$ cat src/rtl/datapath_pkg.sv
// Shared definitions for the accumulator datapath: ALU control-word field
// positions, op codes, full control-word encodings and operand mux selects.
// Optional feature macro used by the design: DATAPATH_OVF_EN.
package datapath_pkg;

  // Bit positions inside the 5-bit ALU control word
  localparam int ALU_BZERO = 4;  // force B operand to zero
  localparam int ALU_BINV  = 3;  // invert B operand (after zeroing)
  localparam int ALU_CIN   = 2;  // adder carry-in
  localparam int ALU_OP_HI = 1;
  localparam int ALU_OP_LO = 0;

  // Operation field alu[1:0]
  typedef enum logic [1:0] {
    ALU_ADD   = 2'b00,
    ALU_AND   = 2'b01,
    ALU_PASSA = 2'b10,
    ALU_PASSB = 2'b11
  } alu_op_e;

  // Full control words emitted by the decoder
  localparam logic [4:0] ALU_W_ADD = 5'b00000;
  localparam logic [4:0] ALU_W_SUB = 5'b01100;  // A + ~B + 1, cout=1 means no borrow
  localparam logic [4:0] ALU_W_INC = 5'b10100;  // A + 0 + 1
  localparam logic [4:0] ALU_W_AND = 5'b00001;
  localparam logic [4:0] ALU_W_OUT = 5'b00010;  // pass A
  localparam logic [4:0] ALU_W_LDB = 5'b00011;  // pass B

  // Operand / address mux selects
  localparam logic MUXA_ACC  = 1'b0;
  localparam logic MUXA_PC   = 1'b1;
  localparam logic MUXB_IMM  = 1'b0;
  localparam logic MUXB_DIN  = 1'b1;
  localparam logic MUXC_PC   = 1'b0;
  localparam logic MUXC_IMM  = 1'b1;

endpackage

$ cat src/rtl/datapath_alu.sv
// dp_alu: combinational ALU for the accumulator datapath. Conditions the B
// operand (zero, then invert), adds with carry-in, or performs AND / pass-A /
// pass-B. With DATAPATH_OVF_EN defined it also reports signed overflow of the
// add path.
module dp_alu
  import datapath_pkg::*;
#(
  parameter int DW = 8
) (
  input  logic [4:0]    alu,
  input  logic [DW-1:0] a,
  input  logic [DW-1:0] b,
  output logic [DW-1:0] res,
  output logic          cout
`ifdef DATAPATH_OVF_EN
  ,
  output logic          ovf
`endif
);

  logic [DW-1:0] bp;
  logic [DW:0]   sum;
  alu_op_e       op;

  // Operand conditioning, adder and result select
  always_comb begin
    bp = alu[ALU_BZERO] ? '0 : b;
    if (alu[ALU_BINV]) bp = ~bp;
    sum = {1'b0, a} + {1'b0, bp} + {{DW{1'b0}}, alu[ALU_CIN]};
    op  = alu_op_e'(alu[ALU_OP_HI:ALU_OP_LO]);
    res  = '0;
    cout = 1'b0;
    unique case (op)
      ALU_ADD:   begin res = sum[DW-1:0]; cout = sum[DW]; end
      ALU_AND:   res = a & bp;
      ALU_PASSA: res = a;
      ALU_PASSB: res = bp;
      default:   res = '0;
    endcase
  end

`ifdef DATAPATH_OVF_EN
  // Signed overflow: like-signed operands producing a result of the other sign
  always_comb begin
    ovf = (op == ALU_ADD) && (a[DW-1] == bp[DW-1]) && (res[DW-1] != a[DW-1]);
  end
`endif

endmodule

$ cat src/rtl/datapath.sv
// datapath: accumulator datapath steered by the decoder's control word.
// Holds IR, ACC, PC and carry/zero flags, selects ALU operands and the
// memory address, and drives write data / write strobe combinationally.
// Optional feature macro: DATAPATH_OVF_EN adds a signed-overflow flag and
// the ovf output port.
module datapath
  import datapath_pkg::*;
#(
  parameter int DW = 8,
  parameter int AW = 8
) (
  input  logic          clk,
  input  logic          clr,
  input  logic [4:0]    alu,
  input  logic          muxa,
  input  logic          muxb,
  input  logic          muxc,
  input  logic          rw,
  input  logic          en_ir,
  input  logic          en_da,
  input  logic          en_pc,
  input  logic [DW-1:0] data_in,
  output logic [AW-1:0] addr,
  output logic [DW-1:0] data_out,
  output logic          we,
  output logic [DW-1:0] ir,
  output logic          carry,
  output logic          zero
`ifdef DATAPATH_OVF_EN
  ,
  output logic          ovf
`endif
);

  logic [DW-1:0] ir_q, ir_d;
  logic [DW-1:0] acc_q, acc_d;
  logic [AW-1:0] pc_q, pc_d;
  logic          carry_q, carry_d;
  logic          zero_q, zero_d;

  logic [DW-1:0] pc_ext, imm_dw, opa, opb, res;
  logic [AW-1:0] imm_aw;
  logic          cout;

  // Zero-extended PC and ir[3:0] immediate, then A/B/address muxes
  always_comb begin
    pc_ext = '0;
    pc_ext[AW-1:0] = pc_q;
    imm_dw = '0;
    imm_dw[3:0] = ir_q[3:0];
    imm_aw = '0;
    imm_aw[3:0] = ir_q[3:0];
    opa  = (muxa == MUXA_PC)  ? pc_ext  : acc_q;
    opb  = (muxb == MUXB_DIN) ? data_in : imm_dw;
    addr = (muxc == MUXC_IMM) ? imm_aw  : pc_q;
  end

`ifdef DATAPATH_OVF_EN
  logic ovf_q, ovf_d, alu_ovf;

  dp_alu #(.DW(DW)) u_alu (
    .alu  (alu),
    .a    (opa),
    .b    (opb),
    .res  (res),
    .cout (cout),
    .ovf  (alu_ovf)
  );
`else
  dp_alu #(.DW(DW)) u_alu (
    .alu  (alu),
    .a    (opa),
    .b    (opb),
    .res  (res),
    .cout (cout)
  );
`endif

  // Next-state: each register loads independently from this cycle's res/data_in
  always_comb begin
    ir_d    = en_ir ? data_in : ir_q;
    acc_d   = en_da ? res : acc_q;
    zero_d  = en_da ? (res == '0) : zero_q;
    carry_d = en_da ? cout : carry_q;
    pc_d    = en_pc ? res[AW-1:0] : pc_q;
  end

  // Architectural registers, cleared immediately by clr
  always_ff @(posedge clk or posedge clr) begin
    if (clr) begin
      ir_q    <= '0;
      acc_q   <= '0;
      pc_q    <= '0;
      carry_q <= 1'b0;
      zero_q  <= 1'b0;
    end else begin
      ir_q    <= ir_d;
      acc_q   <= acc_d;
      pc_q    <= pc_d;
      carry_q <= carry_d;
      zero_q  <= zero_d;
    end
  end

`ifdef DATAPATH_OVF_EN
  // Overflow flag only moves with en_da; non-add ops clear it
  always_comb begin
    ovf_d = en_da ? alu_ovf : ovf_q;
  end

  // Overflow flag register, cleared with the other flags
  always_ff @(posedge clk or posedge clr) begin
    if (clr) ovf_q <= 1'b0;
    else     ovf_q <= ovf_d;
  end

  assign ovf = ovf_q;
`endif

  assign data_out = res;
  assign we       = rw;
  assign ir       = ir_q;
  assign carry    = carry_q;
  assign zero     = zero_q;

endmodule
$ cat config.mk
export PLATFORM = sky130hd
export DESIGN_NAME = datapath
export DESIGN_NICKNAME = d
export VERILOG_FILES = /design/src/rtl/datapath_pkg.sv /design/src/rtl/datapath_alu.sv /design/src/rtl/datapath.sv
export SDC_FILE = /design/constraint.sdc
export NUM_CORES = 1
export LEC_CHECK = 0
export BUFFER_PORTS_ARGS = -buffer_cell sky130_fd_sc_hd__buf_2
export CAP_MARGIN = 20
export CORE_UTILIZATION = 48
export CTS_CLUSTER_DIAMETER = 40
export CTS_CLUSTER_SIZE = 28
export DETAILED_ROUTE_END_ITERATION = 7
export PLACE_DENSITY = 0.78
export SETUP_SLACK_MARGIN = 0.4
export SLEW_MARGIN = 40
export SYNTH_ARGS = -nofsm -noshare
export SYNTH_HDL_FRONTEND = slang
export SYNTH_SLANG_ARGS = --single-unit
$ cat constraint.sdc
create_clock -name clk -period 2.8 [get_ports clk]
set_input_delay 0.42 -clock clk [delete_from_list [all_inputs] [get_ports clk]]
set_output_delay 0.42 -clock clk [all_outputs]
set_load 0.05 [all_outputs]
==> flow_summary.ini <==
[logic_synthesis]
ys_ff_latch = 26
synthDistinctLibCells = 43
synthCells = 210
syn_area_per_cell_um2 = 9.426
yosys_warnings = 0
ys.flop_type = dfrtp_1
synth_edf_count = 0
async_flop_share = 1.000
syn-cell-area_um2 = 1979
synth_nets = 242
ys_seq_area_frac = 0.3287

[global_route]
grt_pass1_vias = 1825
antenna_found_initial = 0
grt_pass1_wl_um = 8252
overflow = 0
grt_max_degree = 27
grt_use_total = 0.2490

[drt]
vias_per_cell = 5.385
drtIter0Drc = 111
ant_nets = 0
route.detailed.drc = 0
vias = 1874
drt_wl_total_um = 5324
wl_per_cell_um = 15.30
first_pass_iters = 4

[status]
outcome = finished with violations
violations = setup timing

[timing]
hold_slack_ps = 179.1
hold_viol = 0
rsz0062_at_grt = yes
skew_ps = 3.700
period_share = 1.172
worstMarginPinSlew_ps = 639.5
slew_viol_final = 0
slew_headroom = 0.5721
post-route-min-period_ps = 3282
setup_slack_ps = -481.6
clock.fmax_mhz = 304.7
setup_viol = 11

[floorplanning]
fp.coreArea_um2 = 3799
io_pins = 49
dieArea_um2 = 4384
row_count = 22
fp.dieH_um = 66.22
dieWidth_um = 66.22
start_util = 0.5211

[cts]
cts.sinks = 26
clock_latency_ps = 280
ctsHtreeMaxLevel = 1
cts_buffer_depth = 2
cts-root-buf = clkbuf_8
clk_pin_slew_ps = 100
postCtsHoldBufs = 0
cts_tree = yes
cts_buffers = 3

[power_and_ir_drop]
peakVddDrop_mv = 0.5289
power_mw = 2.221
leakage_nw = 1.317
power_density_nw_per_um2 = 777.3

[worst_hold_path]
hold_path.class = in2async

[placement]
place_inst = 331
io_buffer_count = 46
dp_slack_ps = -472.2
hpwlAfterDp_um = 3967
gp_congestion = 0.8809

[worst_setup_path]
critPathLaunchType = register
r2r_slack_ps = -270
cp_max_fo = 2
arrival_ps = 2860
required_ps = 2380
timing.rr.start = ir[0]
crit_path_end_kind = output port
reg2reg_depth = 14
critical_path_class = reg2out
r2r-end = zero

[layout]
final_nets = 333
nFillCells = 266
syn2layout_area_growth_pct = 44.37
fin_cells = 348
diodes = 0
final_util = 0.7523
drive_gt1_frac = 0.5533

[run]
cap_violations = 0
-- power breakdown --
part / leakage, nW / switching (mW) / total (mW) / internal, mW
clock: 0.0357 / 0.127 / 0.318 / 0.191
combinational: 0.983 / 0.770 / 1.41 / 0.642
sequential: 0.298 / 0.0431 / 0.490 / 0.447
-- through the flow --
stage          instance area, um^2  setup TNS, ps
2_1_floorplan                 2027          -1057
3_3_place_gp                  2522          -2229
3_5_place_dp                  2522          -2777
4_1_cts                       2740          -2549
5_1_grt                       2858          -4746
6_report                      2858          -3085
-- repair_timing --
action | CTS | global route
setup endpoints to repair | 24 | 26
pin swaps | 3 | 4
setup buffers | 6 | 7
cloned | 0 | 0
resized for setup | 29 | 17
-- placed cells by master (no fill, tap or decap), types with 8 or more instances in the layout --
cell,n
a21oi_1,12
buf_6,12
dfrtp_1,23
nor2_1,21
inv_1,8
a21oi_2,9
o21ai_0,8
buf_4,45
buf_2,38
mux2_2,20
-- cell families after synthesis --
kind of cell	Yosys count	share of synthesized area
AND/OR/NAND/NOR	52	0.1346
adder cells (fa/ha/maj)	10	0.07080
AO/OA/AOI/OAI	51	0.1707
buffers and inverters	30	0.07078
multiplexers	30	0.1757
flip-flops	26	0.3287
XOR/XNOR	11	0.04867
-- worst max path at each step --
stage / from / end / slack (ps)
final: ir[0] / data_out[6] / -480
after global routing: ir[1] / data_out[6] / -620
after CTS: ir[0] / data_out[6] / -480
after detailed placement: muxb / data_out[6] / -470
after global placement: muxb / data_out[6] / -410
after floorplan: muxb / data_out[6] / -380
-- cell usage after synthesis (7+ instances only) --
library cell | number | area (um^2)
a21oi_1 | 21 | 105.1
dfrtp_1 | 26 | 650.6
ha_1 | 8 | 100.1
inv_1 | 18 | 67.56
mux2_2 | 20 | 225.2
mux2i_1 | 7 | 70.07
nand2_1 | 7 | 26.28
nor2_1 | 22 | 82.58
nor2b_1 | 7 | 43.79
o21ai_0 | 12 | 60.06
xnor2_1 | 7 | 61.31
-- sequential cells by signal, indices dropped and copies added, names as in the netlist --
name / flops
zero: 1
acc_q: 8
pc_ext: 8
ir: 8
carry: 1
-- cell type report --
| class | count | area (um^2) | share of cell area |
|---|---|---|---|
| Clock buffer | 3 | 41.29 | 0.01445 |
| Clock inverter | 1 | 30.03 | 0.01051 |
| Inverter | 19 | 85.08 | 0.02977 |
| Sequential cell | 26 | 654.4 | 0.2290 |
| Multi-Input combinational cell | 154 | 1294 | 0.4527 |
| Tap cell | 48 | 60.06 | 0.02102 |
| Timing Repair Buffer | 97 | 693.2 | 0.2426 |
-- routing by layer --
| metal | GRT usage | up-vias | share of wire |
|---|---|---|---|
| met5 | 0 | - | 0 |
| met4 | 0.05585 | 0 | 0.017 |
| met3 | 0.03793 | 8 | 0.053 |
| met2 | 0.4643 | 69 | 0.51 |
| met1 | 0.2969 | 881 | 0.42 |
| li1 | - | 916 | - |
-- worst max-delay path, stage by stage (launching register included) --
cell and delay, ps:
dfrtp_2 420, mux2i_1 130, nor2_1 70, xor2_1 160
fa_2 370, fa_2 380, a21oi_2 190, o21ai_2 110
mux2i_1 160, a221oi_4 290, clkinvlp_4 150, buf_6 160
Note: power is estimated with default switching activity, not from simulation.
